`src/rtl/ifu_pkg.sv`:
```
// ifu_pkg: shared types and constants for the instruction fetch unit.
//   - ifu_state_e : fetch FSM state encoding (2 bits)
//   - ifu_buf_t   : single-entry output buffer {valid, inst, addr}
//   - word_align  : clears the byte-offset bits of an address
package ifu_pkg;

  localparam logic [31:0] IFU_RESET_PC = 32'h0000_0000;
  localparam logic [31:0] IFU_INST_NOP = 32'h0000_0013;  // addi x0,x0,0
  localparam logic [31:0] IFU_PC_STEP  = 32'd4;

  typedef enum logic [1:0] {
    S_IDLE = 2'b00,
    S_REQ  = 2'b01,
    S_WAIT = 2'b10
  } ifu_state_e;

  typedef struct packed {
    logic        valid;
    logic [31:0] inst;
    logic [31:0] addr;
  } ifu_buf_t;

  function automatic logic [31:0] word_align(input logic [31:0] addr);
    return addr & 32'hFFFF_FFFC;
  endfunction

endpackage

```
`src/rtl/ifu.sv`:
```
// ifu: instruction fetch unit, producer side of the if_id interface.
// Owns the PC, fetches one 32-bit word at a time over a req/gnt/rvalid
// handshake (at most one outstanding) and presents {inst, addr} through a
// registered single-entry buffer with a valid/ready handshake.
//
// Ports:
//   clk            system clock, rising edge
//   rst            asynchronous reset, active-low
//   jump_en_i      redirect pulse from ex
//   jump_addr_i    redirect target (low two bits ignored)
//   hold_flag_i    stall: blocks the start of a new fetch
//   imem_req_o     fetch request
//   imem_addr_o    fetch address (current PC)
//   imem_gnt_i     memory accepted the request
//   imem_rvalid_i  read data valid
//   imem_rdata_i   fetched word
//   inst_o         instruction to if_id
//   inst_addr_o    address of inst_o
//   inst_valid_o   inst_o/inst_addr_o valid
//   inst_ready_i   if_id accepts this cycle
//
// state  | meaning
// S_IDLE | no request; waits for a free buffer and no hold
// S_REQ  | request on the bus at pc_q until granted
// S_WAIT | granted, waiting for the response (dropped if drop_q)
module ifu
  import ifu_pkg::*;
#(
  parameter logic [31:0] RESET_PC = IFU_RESET_PC,
  parameter logic [31:0] NOP_INST = IFU_INST_NOP
) (
  input  logic        clk,
  input  logic        rst,
  input  logic        jump_en_i,
  input  logic [31:0] jump_addr_i,
  input  logic        hold_flag_i,
  output logic        imem_req_o,
  output logic [31:0] imem_addr_o,
  input  logic        imem_gnt_i,
  input  logic        imem_rvalid_i,
  input  logic [31:0] imem_rdata_i,
  output logic [31:0] inst_o,
  output logic [31:0] inst_addr_o,
  output logic        inst_valid_o,
  input  logic        inst_ready_i
);

  ifu_state_e  state_q, state_d;
  logic [31:0] pc_q, pc_d;
  logic [31:0] fetch_addr_q, fetch_addr_d;
  logic        drop_q, drop_d;
  logic        req_q, req_d;
  ifu_buf_t    buf_q, buf_d;

  logic buf_free;
  logic fire_gnt;
  logic fire_rsp;

  // A fetch may only start when the buffer is empty or is being drained
  // this cycle, so a response never lands on top of an unread entry.
  assign buf_free = !buf_q.valid || inst_ready_i;
  assign fire_gnt = (state_q == S_REQ)  && imem_gnt_i;
  assign fire_rsp = (state_q == S_WAIT) && imem_rvalid_i;

  always_comb begin
    state_d      = state_q;
    pc_d         = pc_q;
    fetch_addr_d = fetch_addr_q;
    drop_d       = drop_q;

    case (state_q)
      S_IDLE: begin
        if (!hold_flag_i && buf_free) begin
          state_d = S_REQ;
        end
      end
      S_REQ: begin
        // hold does not withdraw a request already on the bus
        if (imem_gnt_i) begin
          fetch_addr_d = pc_q;
          pc_d         = pc_q + IFU_PC_STEP;
          state_d      = S_WAIT;
        end
      end
      S_WAIT: begin
        if (imem_rvalid_i) begin
          drop_d  = 1'b0;
          state_d = S_IDLE;
        end
      end
      default: begin
        state_d = S_IDLE;
      end
    endcase

    // Redirect wins over everything. A request granted this cycle, or one
    // still waiting for data, belongs to the old path and must be dropped.
    if (jump_en_i) begin
      pc_d = word_align(jump_addr_i);
      if (state_q == S_IDLE) begin
        state_d = S_IDLE;
      end
      if (fire_gnt || ((state_q == S_WAIT) && !imem_rvalid_i)) begin
        drop_d = 1'b1;
      end
    end
  end

  always_comb begin
    buf_d = buf_q;
    if (buf_q.valid && inst_ready_i) begin
      buf_d.valid = 1'b0;
      buf_d.inst  = NOP_INST;
    end
    if (fire_rsp && !drop_q) begin
      buf_d.valid = 1'b1;
      buf_d.inst  = imem_rdata_i;
      buf_d.addr  = fetch_addr_q;
    end
    if (jump_en_i) begin
      buf_d.valid = 1'b0;
      buf_d.inst  = NOP_INST;
    end
  end

  assign req_d = (state_d == S_REQ);

  always_ff @(posedge clk or negedge rst) begin
    if (!rst) begin
      state_q      <= S_IDLE;
      pc_q         <= RESET_PC;
      fetch_addr_q <= RESET_PC;
      drop_q       <= 1'b0;
      req_q        <= 1'b0;
      buf_q.valid  <= 1'b0;
      buf_q.inst   <= NOP_INST;
      buf_q.addr   <= '0;
    end else begin
      state_q      <= state_d;
      pc_q         <= pc_d;
      fetch_addr_q <= fetch_addr_d;
      drop_q       <= drop_d;
      req_q        <= req_d;
      buf_q        <= buf_d;
    end
  end

  assign imem_req_o   = req_q;
  assign imem_addr_o  = pc_q;
  assign inst_o       = buf_q.inst;
  assign inst_addr_o  = buf_q.addr;
  assign inst_valid_o = buf_q.valid;

endmodule

```
`config.mk`:
```
export PLATFORM = sky130hd
export DESIGN_NAME = ifu
export DESIGN_NICKNAME = d
export VERILOG_FILES = /design/src/rtl/ifu_pkg.sv /design/src/rtl/ifu.sv
export SDC_FILE = /design/constraint.sdc
export NUM_CORES = 1
export LEC_CHECK = 0
export ABC_AREA = 1
export BUFFER_PORTS_ARGS = -buffer_cell sky130_fd_sc_hd__buf_4
export CAP_MARGIN = 20
export CELL_PAD_IN_SITES_DETAIL_PLACEMENT = 2
export CELL_PAD_IN_SITES_GLOBAL_PLACEMENT = 2
export CORE_ASPECT_RATIO = 1.75
export CORE_MARGIN = 5
export CORE_UTILIZATION = 27
export DETAILED_ROUTE_END_ITERATION = 12
export GPL_ROUTABILITY_DRIVEN = 0
export GPL_TIMING_DRIVEN = 1
export MAX_ROUTING_LAYER = met4
export PLACE_DENSITY_LB_ADDON = 0.1
export SYNTH_ARGS = -nofsm -noshare
export SYNTH_HDL_FRONTEND = slang
export SYNTH_SLANG_ARGS = --single-unit
```
`constraint.sdc`:
```
create_clock -name clk -period 1.4 [get_ports clk]
set_input_delay 0.14 -clock clk [delete_from_list [all_inputs] [get_ports clk]]
set_output_delay 0.14 -clock clk [all_outputs]
set_load 0.05 [all_outputs]
```
After elaboration in Yosys (flattened, before gate mapping)
Cells that the tools add are included.
{"block": "word_totals", "reg_bits": 133, "word_cells": 46, "inputBits": 71, "output_inout_bits": 98}
{"block": "classes", "n_eq_ne": 3, "reduce_logical": 18, "n_mux": 16, "addsub": 1}
{"cell": "32-bit 2-to-1 mux", "n": 3}
{"cell": "33-bit 2-to-1 mux", "n": 2}
{"cell": "65-bit 2-to-1 mux", "n": 1}
{"cell": "32-bit by 3-bit adder with 32-bit output, second input constant", "n": 1}
{"cell": "2-bit 2-to-1 mux", "n": 5}
{"cell": "1-bit logical AND", "n": 6}
{"cell": "2-bit case mux with 3 select lines", "n": 1}
{"cell": "2-bit by 1-bit == test with 1-bit output, second input constant", "n": 2}
{"cell": "1-bit logical NOT", "n": 4}
{"cell": "1-bit 2-to-1 mux", "n": 4}
{"cell": "2-bit AND reduction", "n": 2}
{"cell": "2-bit nonzero test", "n": 2}
{"cell": "3-bit nonzero test", "n": 1}
{"cell": "2-bit == test, second input constant", "n": 1}
{"cell": "2-bit logical NOT", "n": 1}
{"cell": "1-bit logical OR", "n": 2}

Logic depth before layout (Yosys ltp)
{"block": "logic_depth", "depth_word": 8, "mapped_depth": 9, "mapped_depth_nobuf": 9}

Worst setup path before layout
No wires, ideal clock.
{"block": "synth_path", "kind": "register to register", "start": "reg pc_q[3] (netlist: imem_addr_o[3])", "end": "reg pc_q[28] (netlist: imem_addr_o[28])", "required_ns": 1.282, "path_buffers": 0, "t_arrival_ns": 1.731, "setup_slack_ns": -0.449, "setup_ns": 0.118, "path_stages_with_launch": 9, "synth_period_minus_slack_ns": 1.849, "cell_sequence": "dfrtp_1 ha_1 nand2_1 nor2_2 nand2_1 nor2_1 nand3_1 nand3_1 nand2_1"}
{"block": "synth_between", "elab_chain_len": 4}
{"element": "from (decl)", "line": "ifu.sv:49", "source": "logic [31:0] pc_q, pc_d;"}
{"element": "from (signal assigned)", "line": "ifu.sv:140", "source": "pc_q <= pc_d;"}
{"element": "32-bit by 3-bit adder with 32-bit output", "line": "ifu.sv:81", "source": "pc_d = pc_q + IFU_PC_STEP;"}
{"element": "32-bit 2-to-1 mux", "line": "ifu.sv:79", "source": "if (imem_gnt_i) begin"}
{"element": "32-bit 2-to-1 mux", "line": "ifu.sv:71", "source": "case (state_q)"}
{"element": "32-bit 2-to-1 mux", "line": "ifu.sv:98", "source": "if (jump_en_i) begin"}
No other way between the ends. The select of a mux whose other input is x is not followed.
A chain may end at the register's enable or synchronous reset.

Worst setup path after layout
{"block": "layout_path", "start": "reg state_q[1]", "end": "reg buf_q (netlist bit inst_o[26])"}
{"block": "layout_between", "elab_chain_len": 5, "word_cells_on_any_way": 6, "cone_classes": "eq/ne: 1; mux: 2; reduce/logical: 3"}
{"element": "from (decl)", "line": "ifu.sv:48", "source": "ifu_state_e state_q, state_d;"}
{"element": "from (signal assigned)", "line": "ifu.sv:139", "source": "state_q <= state_d;"}
{"element": "2-bit == test *", "line": "ifu.sv:63", "source": "assign fire_rsp = (state_q == S_WAIT) && imem_rvalid_i;"}
{"element": "1-bit logical AND *", "line": "ifu.sv:63"}
{"element": "1-bit logical AND *", "line": "ifu.sv:115", "source": "if (fire_rsp && !drop_q) begin"}
{"element": "65-bit 2-to-1 mux", "line": "ifu.sv:115"}
{"element": "33-bit 2-to-1 mux", "line": "ifu.sv:120", "source": "if (jump_en_i) begin"}
{"element": "to (signal assigned)", "line": "ifu.sv:144", "source": "buf_q <= buf_d;"}
{"element": "to (decl)", "line": "ifu.sv:53", "source": "ifu_buf_t buf_q, buf_d;"}
Mark *: on every way between the ends. The rest lies on a longest branch, timed or not.

==> impl_metrics.tcl <==
set metrics [dict create \
    cts_tree "yes" \
    rows 71 \
    area_growth_pct 65.6 \
    fin_skew_ps 10.7 \
    synth_top_family_by_area "simple AND/OR/NAND/NOR gates" \
    finalWirelength_um 24400 \
    cp-startpoint "state_q[1]" \
    fin_hold_ws_ps 17.6 \
    dpl_worst_slack_ps -130 \
    overflow 0 \
    synthCells 682 \
    hold_violations 0 \
    portBuffers 162 \
    hold_path_class "input pin to flop" \
    synth_fa_ha_area_share_pct 0.214 \
    worstReg2RegStart "state_q[1]" \
    firstDrtPassIters 4 \
    cts-htree-levels 4 \
    core_area_um2 21400 \
    synth_mux_area_share_pct 5.39 \
    drive_above_1_share_pct 43.6 \
    p_per_area_nw_per_um2 1670 \
    yosys_warnings 0 \
    vias 5867 \
    track_usage_pct 19.7 \
    final_max_slew_viol_count 0 \
    vias_per_cell 4.59 \
    arrival_ps 1840 \
    cp.required_ps 1730 \
    routedWlPerCell_um 19.1 \
    io_pins 169 \
    crit_type "flop to flop" \
    finalSetupViolCount 59 \
    start_kind "flop" \
    synth_compound_area_share_pct 9.77 \
    endpoint "inst_o[26]" \
    wl_met1_um 8630 \
    timing.final.ws_setup_ps -103 \
    max_freq_mhz 665 \
    start_util_pct 27.3 \
    total_power_w 0.0162 \
    ys_types 31 \
    drt_iter0_markers 144 \
    grt_antenna_before_repair 0 \
    root_buffer "clkbuf_16" \
    rsz0062_at_grt "true" \
    maxCapViolations 0 \
    hold_depth 5 \
    final_core_util_pct 45.3 \
    wl_met2_um 14400 \
    wl_met3_um 966 \
    most-common-layout-cells "buf_4, nand2_1, dfrtp_1" \
    layout_commonest_cell "buf_4" \
    rrSetupSlack_ps -100 \
    post-route-cell-area_um2 9690 \
    synth-simple-area-share_pct 20.6 \
    status "finished, violations left" \
    num_antenna_cells 0 \
    nets 1044 \
    peakVddDrop_mv 0.727 \
    die_area_um2 24800 \
    topRoutingLayerUsed "met4" \
    ant_nets 0 \
    yosys.area_share.xor_xnor_pct 0.898 \
    synth.yosys.seq_area_share_pct 54.4 \
    clock_sinks 127 \
    finalCriticalPeriod_ps 1500 \
    synth-seq-cells 127 \
    syn_area_um2 5850 \
    fillers 2298 \
    period_share_pct 107 \
    ys.flop_type "dfrtp_1" \
    violations "setup timing" \
    drc 0 \
    numCtsBuffers 17 \
    dp_hpwl_um 17300 \
    async_flop_share_pct 100 \
    grt_pass1_wl_um 36700 \
    die_w_um 121 \
    syn_area_per_cell_um2 8.58 \
    rr_worst_depth 6 \
    grt_pass1_vias 6681 \
    clk_path_buf_depth 2 \
    place_area_um2 8020 \
    leakage_nw 4.80 \
    clkTransAtPathRegs_ps 60 \
    synth_edf_count 0 \
    rr_endpoint "inst_o[26]" \
    end_kind "flop" \
    clkLatencyLatePin_ps 430 \
    grt_max_degree 40 \
    worstPathMaxFanout 8 \
    die_y_um 205 \
]
## sequential cells by signal, summed over array words and instances (netlist names)
signal	cells
fetch_addr_q	30
inst_addr_o	30
inst_o	32
imem_req_o	1
drop_q	1
inst_valid_o	1
imem_addr_o	30
state_q	2
## cells in the mapped netlist (4+ instances only)
cell / instances / area, µm²
o21bai_1: 4 / 30.0
inv_1: 90 / 338
o21ai_1: 27 / 135
a21oi_1: 4 / 20.0
nor2_1: 42 / 158
buf_4: 4 / 30.0
clkbuf_1: 12 / 45.0
buf_2: 12 / 60.1
xor2_1: 5 / 43.8
nand3_1: 73 / 365
nor2_2: 4 / 25.0
dfrtp_1: 124 / 3100
nand2_1: 166 / 623
o21ai_0: 62 / 310
mux2_2: 28 / 315
## repair_timing
item / in CTS / in global routing
setup buffers: 9 / 6
hold buffers: 47 / 0
setup endpoints to repair: 86 / 99
resized for setup: 54 / 64
gates cloned: 3 / 1
pin swaps: 21 / 18
hold endpoints to repair: 170 / 0
## cells by family after synthesis
group,after synthesis
and+or+nand+nor,290
adders and majority gates,1
muxes,28
DFF,127
buffers and inverters,122
AOI/OAI and AO/OA,107
other,1
xor gates and xnor gates,6
## where the power goes
part | total, W | internal [W] | switching (W)
logic | 0.00565 | 0.00205 | 0.00360
clock network | 0.00516 | 0.00340 | 0.00176
registers | 0.00535 | 0.00468 | 0.000672
total | 0.0162 | 0.0101 | 0.00603
## area by class of cell
class | instances | area (µm²) | area share [%]
clock buffer | 19 | 443 | 4.57
clock inverter | 13 | 234 | 2.41
inverter | 91 | 342 | 3.52
multi-input combinational | 440 | 2610 | 27.0
sequential | 127 | 3210 | 33.2
tap | 292 | 365 | 3.77
timing repair buffer | 295 | 2480 | 25.6
## worst max-delay path: stages, from the launching register on
cell	delay, ps
dfrtp_1	360
inv_2	80
nor2_4	120
nand3b_1	120
buf_6	170
or2_4	330
o21ai_1	220
## stage by stage
| step | setup TNS, ps | std cells |
|---|---|---|
| floorplan | -814 | 685 |
| global placement | -1770 | 1181 |
| detailed placement | -6590 | 1181 |
| CTS | -859 | 1271 |
| global route | -8180 | 1277 |
| finish | -1830 | 1277 |
## per-layer routing
| metal | GRT usage (%) | vias to the layer above |
|---|---|---|
| met1 | 19.4 | 2939 |
| met3 | 3.62 | 27 |
| met5 | - | - |
| met2 | 38.2 | 137 |
| met4 | 5.93 | 0 |
| li1 | - | 2764 |
## how the worst min path moves through the flow
| stage | from | end | slack (ps) |
|---|---|---|---|
| 4_1_cts | jump_addr_i[19] | imem_addr_o[19] | 3 |
| 3_3_place_gp | rst | inst_addr_o[6] | 60 |
| 3_5_place_dp | rst | inst_addr_o[6] | 70 |
| 2_1_floorplan | rst | drop_q | -160 |
| 5_1_grt | jump_addr_i[3] | imem_addr_o[3] | 10 |
| 6_report | jump_addr_i[23] | imem_addr_o[23] | 20 |
Note: power is estimated with default switching activity, not from simulation.
